===== config.mk =====
export PLATFORM = sky130hd
export DESIGN_NAME = axis_ingress_fifo
export DESIGN_NICKNAME = d
export VERILOG_FILES = /design/src/rtl/ht_stream_pkg.sv /design/src/rtl/axis_ingress_fifo_ram.sv /design/src/rtl/axis_ingress_fifo.sv
export SDC_FILE = /design/constraint.sdc
export NUM_CORES = 1
export LEC_CHECK = 0
export ABC_AREA = 1
export CAP_MARGIN = 20
export CORE_UTILIZATION = 35
export CTS_BUF_LIST = sky130_fd_sc_hd__clkbuf_4 sky130_fd_sc_hd__clkbuf_8 sky130_fd_sc_hd__clkbuf_16
export CTS_CLUSTER_SIZE = 24
export DETAILED_ROUTE_END_ITERATION = 8
export PLACE_DENSITY_LB_ADDON = 0.12
export SETUP_SLACK_MARGIN = 0.5
export SLEW_MARGIN = 20
export SYNTH_ARGS = -nofsm -noshare
export SYNTH_HDL_FRONTEND = slang
export SYNTH_SLANG_ARGS = --single-unit

===== constraint.sdc =====
create_clock -name clk -period 5.7 [get_ports clk]
set_input_delay 1.14 -clock clk [delete_from_list [all_inputs] [get_ports clk]]
set_output_delay 1.14 -clock clk [all_outputs]
set_load 0.01 [all_outputs]

===== src/rtl/ht_stream_pkg.sv =====
// ---------------------------------------------------------------------------
// ht_stream_pkg
// Shared definitions for the hash_table ingress stream path.
//   DATA_WIDTH_DEF : default beat width, matches hash_table DATA_WIDTH
//   beat_t         : one stored FIFO entry {last, data} at the default width
//   ptr_w()        : FIFO pointer width for a given depth (address + wrap bit)
// ---------------------------------------------------------------------------
package ht_stream_pkg;

  localparam int DATA_WIDTH_DEF = 64;

  typedef struct packed {
    logic                      last;
    logic [DATA_WIDTH_DEF-1:0] data;
  } beat_t;

  // One extra MSB beyond the address bits distinguishes full from empty.
  function automatic int ptr_w(input int depth);
    return $clog2(depth) + 1;
  endfunction

endpackage


===== src/rtl/axis_ingress_fifo_ram.sv =====
// ---------------------------------------------------------------------------
// fifo_ram
// Simple dual-port storage for axis_ingress_fifo: synchronous write,
// asynchronous read, no reset on the array.
//   clk        : write clock
//   i_wr_en    : write strobe
//   i_wr_addr  : write address
//   i_wr_data  : entry to store
//   i_rd_addr  : read address
//   o_rd_data  : entry at i_rd_addr (combinational)
// ---------------------------------------------------------------------------
module fifo_ram
  import ht_stream_pkg::*;
#(
  parameter int  DEPTH = 16,
  parameter type T     = beat_t
) (
  input  logic                     clk,
  input  logic                     i_wr_en,
  input  logic [$clog2(DEPTH)-1:0] i_wr_addr,
  input  T                         i_wr_data,
  input  logic [$clog2(DEPTH)-1:0] i_rd_addr,
  output T                         o_rd_data
);

  T r_mem [DEPTH];

  always_ff @(posedge clk) begin
    if (i_wr_en) begin
      r_mem[i_wr_addr] <= i_wr_data;
    end
  end

  assign o_rd_data = r_mem[i_rd_addr];

endmodule


===== src/rtl/axis_ingress_fifo.sv =====
// ---------------------------------------------------------------------------
// axis_ingress_fifo
// Burst buffer in front of hash_table. In packet mode a burst is only
// presented once its last beat is stored (or the FIFO fills, see r_cut).
// In plain mode it is a first-word-fall-through FIFO.
//   clk, reset  : single clock, synchronous active-high reset
//   data_i/valid_i/last_i/ready_o : host side beat handshake
//   data_o/valid_o/last_o/ready_i : hash_table side beat handshake
//   count_o     : beats stored
//   packets_o   : complete bursts stored (last beats held)
// ---------------------------------------------------------------------------
module axis_ingress_fifo
  import ht_stream_pkg::*;
#(
  parameter int DATA_WIDTH  = DATA_WIDTH_DEF,
  parameter int DEPTH       = 16,
  parameter int PACKET_MODE = 1
) (
  input  logic                   clk,
  input  logic                   reset,
  input  logic [DATA_WIDTH-1:0]  data_i,
  input  logic                   valid_i,
  input  logic                   last_i,
  output logic                   ready_o,
  output logic [DATA_WIDTH-1:0]  data_o,
  output logic                   valid_o,
  output logic                   last_o,
  input  logic                   ready_i,
  output logic [$clog2(DEPTH):0] count_o,
  output logic [$clog2(DEPTH):0] packets_o
);

  localparam int             PW      = ptr_w(DEPTH);
  localparam int             AW      = PW - 1;
  localparam bit             PKT     = (PACKET_MODE != 0);
  localparam logic [PW-1:0]  PTR_MSB = {1'b1, {AW{1'b0}}};

  typedef struct packed {
    logic                  last;
    logic [DATA_WIDTH-1:0] data;
  } fifo_beat_t;

  logic [PW-1:0] r_wr_ptr;
  logic [PW-1:0] r_rd_ptr;
  logic [PW-1:0] r_packets;
  logic          r_ready;
  // Set once the FIFO has filled with no complete burst behind the head:
  // the head burst then streams out (cut-through) until its last beat pops,
  // so a burst longer than DEPTH cannot deadlock.
  logic          r_cut;

  logic          w_push;
  logic          w_pop;
  logic          w_empty;
  logic          w_full;
  logic          w_full_nxt;
  logic          w_valid;
  logic [PW-1:0] w_wr_ptr_nxt;
  logic [PW-1:0] w_rd_ptr_nxt;
  fifo_beat_t    w_wr_beat;
  fifo_beat_t    w_rd_beat;

  assign w_empty = (r_wr_ptr == r_rd_ptr);
  assign w_full  = ((r_wr_ptr ^ r_rd_ptr) == PTR_MSB);
  assign w_valid = !w_empty && (!PKT || (r_packets != '0) || w_full || r_cut);

  assign w_push  = valid_i && r_ready;
  assign w_pop   = w_valid && ready_i;

  assign w_wr_ptr_nxt = r_wr_ptr + PW'(w_push);
  assign w_rd_ptr_nxt = r_rd_ptr + PW'(w_pop);
  // ready_o is registered from the post-edge occupancy, so it never has a
  // combinational path from valid_i or ready_i.
  assign w_full_nxt   = ((w_wr_ptr_nxt ^ w_rd_ptr_nxt) == PTR_MSB);

  assign w_wr_beat.last = last_i;
  assign w_wr_beat.data = data_i;

  fifo_ram #(
    .DEPTH (DEPTH),
    .T     (fifo_beat_t)
  ) u_ram (
    .clk       (clk),
    .i_wr_en   (w_push),
    .i_wr_addr (r_wr_ptr[AW-1:0]),
    .i_wr_data (w_wr_beat),
    .i_rd_addr (r_rd_ptr[AW-1:0]),
    .o_rd_data (w_rd_beat)
  );

  always_ff @(posedge clk) begin
    if (reset) begin
      r_wr_ptr  <= '0;
      r_rd_ptr  <= '0;
      r_packets <= '0;
      r_ready   <= 1'b0;
      r_cut     <= 1'b0;
    end else begin
      r_wr_ptr <= w_wr_ptr_nxt;
      r_rd_ptr <= w_rd_ptr_nxt;
      r_ready  <= !w_full_nxt;

      unique case ({w_push && last_i, w_pop && w_rd_beat.last})
        2'b10:   r_packets <= r_packets + PW'(1);
        2'b01:   r_packets <= r_packets - PW'(1);
        default: r_packets <= r_packets;
      endcase

      if (w_pop && w_rd_beat.last) begin
        r_cut <= 1'b0;
      end else if (w_full) begin
        r_cut <= 1'b1;
      end
    end
  end

  assign ready_o   = r_ready;
  assign valid_o   = w_valid;
  assign data_o    = w_rd_beat.data;
  assign last_o    = w_rd_beat.last;
  assign count_o   = r_wr_ptr - r_rd_ptr;
  assign packets_o = r_packets;

endmodule

==> flow_summary.json <==
{
  "status": "finished, final reports clean",
  "post_synth_most_frequent_cells": "1040 x edfxtp_1, 754 x nor2_1, 500 x o21ai_0",
  "detail-route-antenna-nets": 0,
  "period_minus_slack_ns": 4.92,
  "cts_hold_repair.buffers": 0,
  "antenna_violations_before_repair": 8,
  "finalMaxSlewViolations": 0,
  "power.static_leakage_nw": 15.6,
  "asyncSetResetFlopFracSynth_pct": 0,
  "place.gp.congestion": 0.717,
  "hold_class": "flip-flop to flip-flop",
  "tritoncts": "yes",
  "hold-path-cell-count": 2,
  "timing.fmax_mhz": 203,
  "worst_setup_path_end_kind": "output port",
  "setup_ws_ns": 0.779,
  "total_power_density_per_cell_area_nw_per_um2": 342,
  "critical_path_required_ns": 4.56,
  "ys_dominant_reg_cell": "edfxtp_1",
  "total_net_switching_power_mw": 3.52,
  "worst_ep_arrival_time_ns": 3.78,
  "cts.sink_count": 1057,
  "final_setup_viols": 0,
  "internal-power_mw": 13.3,
  "post-route-period-util_pct": 86.3,
  "syn-cell-area_um2": 42200,
  "grt_pass1_wl_um": 173000,
  "path_max_fanout": 70,
  "place.port_buffers": 145,
  "layout-drive-gt1-share_pct": 8.66,
  "multi_input_gate_area_in_the_final_layout_um2": 9280,
  "total_number_of_vias": 25800,
  "comb_power_share_pct": 4.3,
  "worst_slew_pin_slew_ns": 1.05,
  "synth_enable_flop_cells": 1040,
  "synthTopCellsByArea": "edfxtp_1 74%, nor2_1 6.7%, o21ai_0 5.9%, o211ai_1 4.4%, nand3_1 1.8%",
  "clkSlewWorstSetupHoldPaths_ns": 0.06,
  "drt_pre_antenna_iters": 5,
  "clock_tree.htree_level_count": 3,
  "power.sequential.fraction_pct": 51.1,
  "rsz0062_at_grt": "false",
  "worst-setup-path-type": "flip-flop to output port",
  "ys_seq_area_share_pct": 74.9,
  "drt_iter0_markers": 1934,
  "final.hold.worst_slack_ns": 0.526,
  "via_count_of_the_first_global_routing_pass": 26000,
  "final_hold_viol_count": 0,
  "fillCellCount": 10900,
  "vias_per_cell": 5.16,
  "final.setup.tns_ns": 0,
  "synth_nets": 3285,
  "worst_ir_drop_vdd_uv": 257,
  "synthesis.area_per_instance_um2": 13.2,
  "worst-r2r-setup-slack_ns": 1.75,
  "cts_root_buffer": "clkbuf_16",
  "routed_wirelength_um": 117000,
  "post-cts-setup-buffer-count": 0,
  "placedCellCount": 4791,
  "chipWidth_um": 349,
  "numCtsBuffers": 116,
  "timing.critical_path.from_type": "flip-flop",
  "nets": 3392,
  "p_sw_share_pct": 20.9,
  "yosys.cell_count.top_type": "edfxtp_1",
  "maxSlewHeadroom_pct": 30.3,
  "place_area_um2": 45300,
  "die_area_um2": 122000,
  "initial_core_util_pct": 35.5,
  "final_std_cells_w_o_fill": 5009,
  "finish.instance_area_um2": 49100,
  "power.share.clock_pct": 44.5,
  "synth_top_cell_area_share_pct": 74.1,
  "yosysTopAreaCell": "edfxtp_1",
  "pre_cts_slack_ns": 1.41,
  "clock_latency_ns": 0.69,
  "reg2reg_depth": 19,
  "cts_max_path_buffers": 3,
  "synth_cells": 3202,
  "max_cap_violations": 0,
  "post_cts.resized_instances": 0,
  "overflow": 0,
  "grt_util_all_layers_pct": 19.0,
  "hpwl_um": 57000,
  "grt_start_max_net_pins": 218,
  "remaining_drc_errors": 0,
  "synth.yosys.warnings": 0,
  "synth_seq_cells": 1057,
  "io_pins": 146,
  "core_area_um2": 119000,
  "wire_per_inst_um": 23.3,
  "layout.area.seq_um2": 31600,
  "syn_to_final_growth_pct": 16.5,
  "die-height_um": 349,
  "placementRows": 126,
  "timing.clock.skew_ns": 0.0177,
  "ys_types": 26
}
worst paths after layout:
kind | to | startpoint
setup reg to reg | packets_o[4] | r_rd_ptr[1]
setup / recovery | data_o[3] | r_rd_ptr[1]
hold reg to reg | packets_o[4] | packets_o[4]
hold / removal | packets_o[4] | packets_o[4]
final cells by class:
type                            instances  area share, %
Tap cell                             1600           4.07
Antenna cell                            3         0.0153
Inverter                               56          0.476
Clock buffer                          148           6.47
Sequential cell                      1057           64.3
Multi-Input combinational cell       1870           18.9
Timing Repair Buffer                  208           4.46
Clock inverter                         67           1.34
stage by stage:
| step | util, % | power (mW) |
|---|---|---|
| floorplan | - | 9.14 |
| global placement | 38.1 | 9.49 |
| detailed placement | 38.1 | 9.50 |
| CTS | 41.4 | 17.0 |
| global route | 41.4 | 17.4 |
| finish | 41.4 | 16.8 |
cells by family (layout without fill, tap and decap cells):
group | after synthesis | after routing | synth area share [%]
buffers and inverters | 275 | 479 | 3.40
adder cells (fa/ha/maj) | 14 | 14 | 0.451
XOR/XNOR | 11 | 11 | 0.228
AND/OR/NAND/NOR | 1038 | 1038 | 9.73
AO/OA/AOI/OAI | 807 | 807 | 11.3
other | 0 | 3 | 0
flip-flops | 1057 | 1057 | 74.9
critical path: stages (launching register included):
cell and delay (ns):
dfxtp_4 0.95, inv_2 0.47, buf_4 0.38, nor2_1 0.13, o21ai_0 0.08, o211ai_1 0.10, nand3_1 0.12, nand2_1 0.22
clkdlybuf4s50_1 0.58
layer usage:
metal | global-route usage, % | wire (µm) | part of all wire, % | vias up
li1 | - | - | - | 12000
met1 | 25.4 | 52200 | 45 | 13100
met2 | 32.7 | 57700 | 49 | 560
met3 | 2.61 | 4420 | 3.8 | 158
met4 | 4.47 | 2230 | 1.9 | 4
met5 | 0 | 29 | 0.025 | -
power groups by stage:
stage	registers [mW]	clock network (mW)	logic (mW)
finish	8.60	7.49	0.727
detailed placement	8.76	0	0.740
global placement	8.76	0	0.728
global route	8.60	7.94	0.809
CTS	8.60	7.65	0.743
floorplan	8.76	0	0.375
registers in the layout, summed over array words and instances, names as in the netlist:
name / flops
u_ram.r_mem: 1040
packets_o: 5
r_rd_ptr: 5
r_wr_ptr: 5
r_cut: 1
ready_o: 1
cells in the final DEF (no fill, tap or decap), types with 2 or more instances in the layout:
master | netlist | layout
clkinvlp_4 | 0 | 6
clkinv_8 | 0 | 3
nor2_4 | 0 | 16
clkdlybuf4s50_1 | 0 | 145
clkbuf_4 | 0 | 30
xnor2_1 | 4 | 4
dfxtp_1 | 17 | 13
a21oi_2 | 10 | 10
o21ai_0 | 500 | 500
ha_1 | 12 | 12
buf_4 | 15 | 41
clkinv_2 | 0 | 17
o21ai_1 | 16 | 16
nand3_1 | 155 | 155
inv_6 | 1 | 3
nor2_1 | 754 | 738
fa_1 | 2 | 2
bufinv_16 | 0 | 12
xor2_1 | 7 | 7
inv_1 | 54 | 52
nand2_1 | 124 | 124
clkinv_1 | 1 | 27
buf_12 | 0 | 21
edfxtp_1 | 1040 | 1040
dfxtp_4 | 0 | 4
o211ai_1 | 246 | 246
diode_2 | 0 | 3
o211ai_2 | 10 | 10
clkbuf_16 | 0 | 118
nand4_1 | 5 | 5
a21oi_1 | 24 | 24
Power figures use the tool's default switching activity.
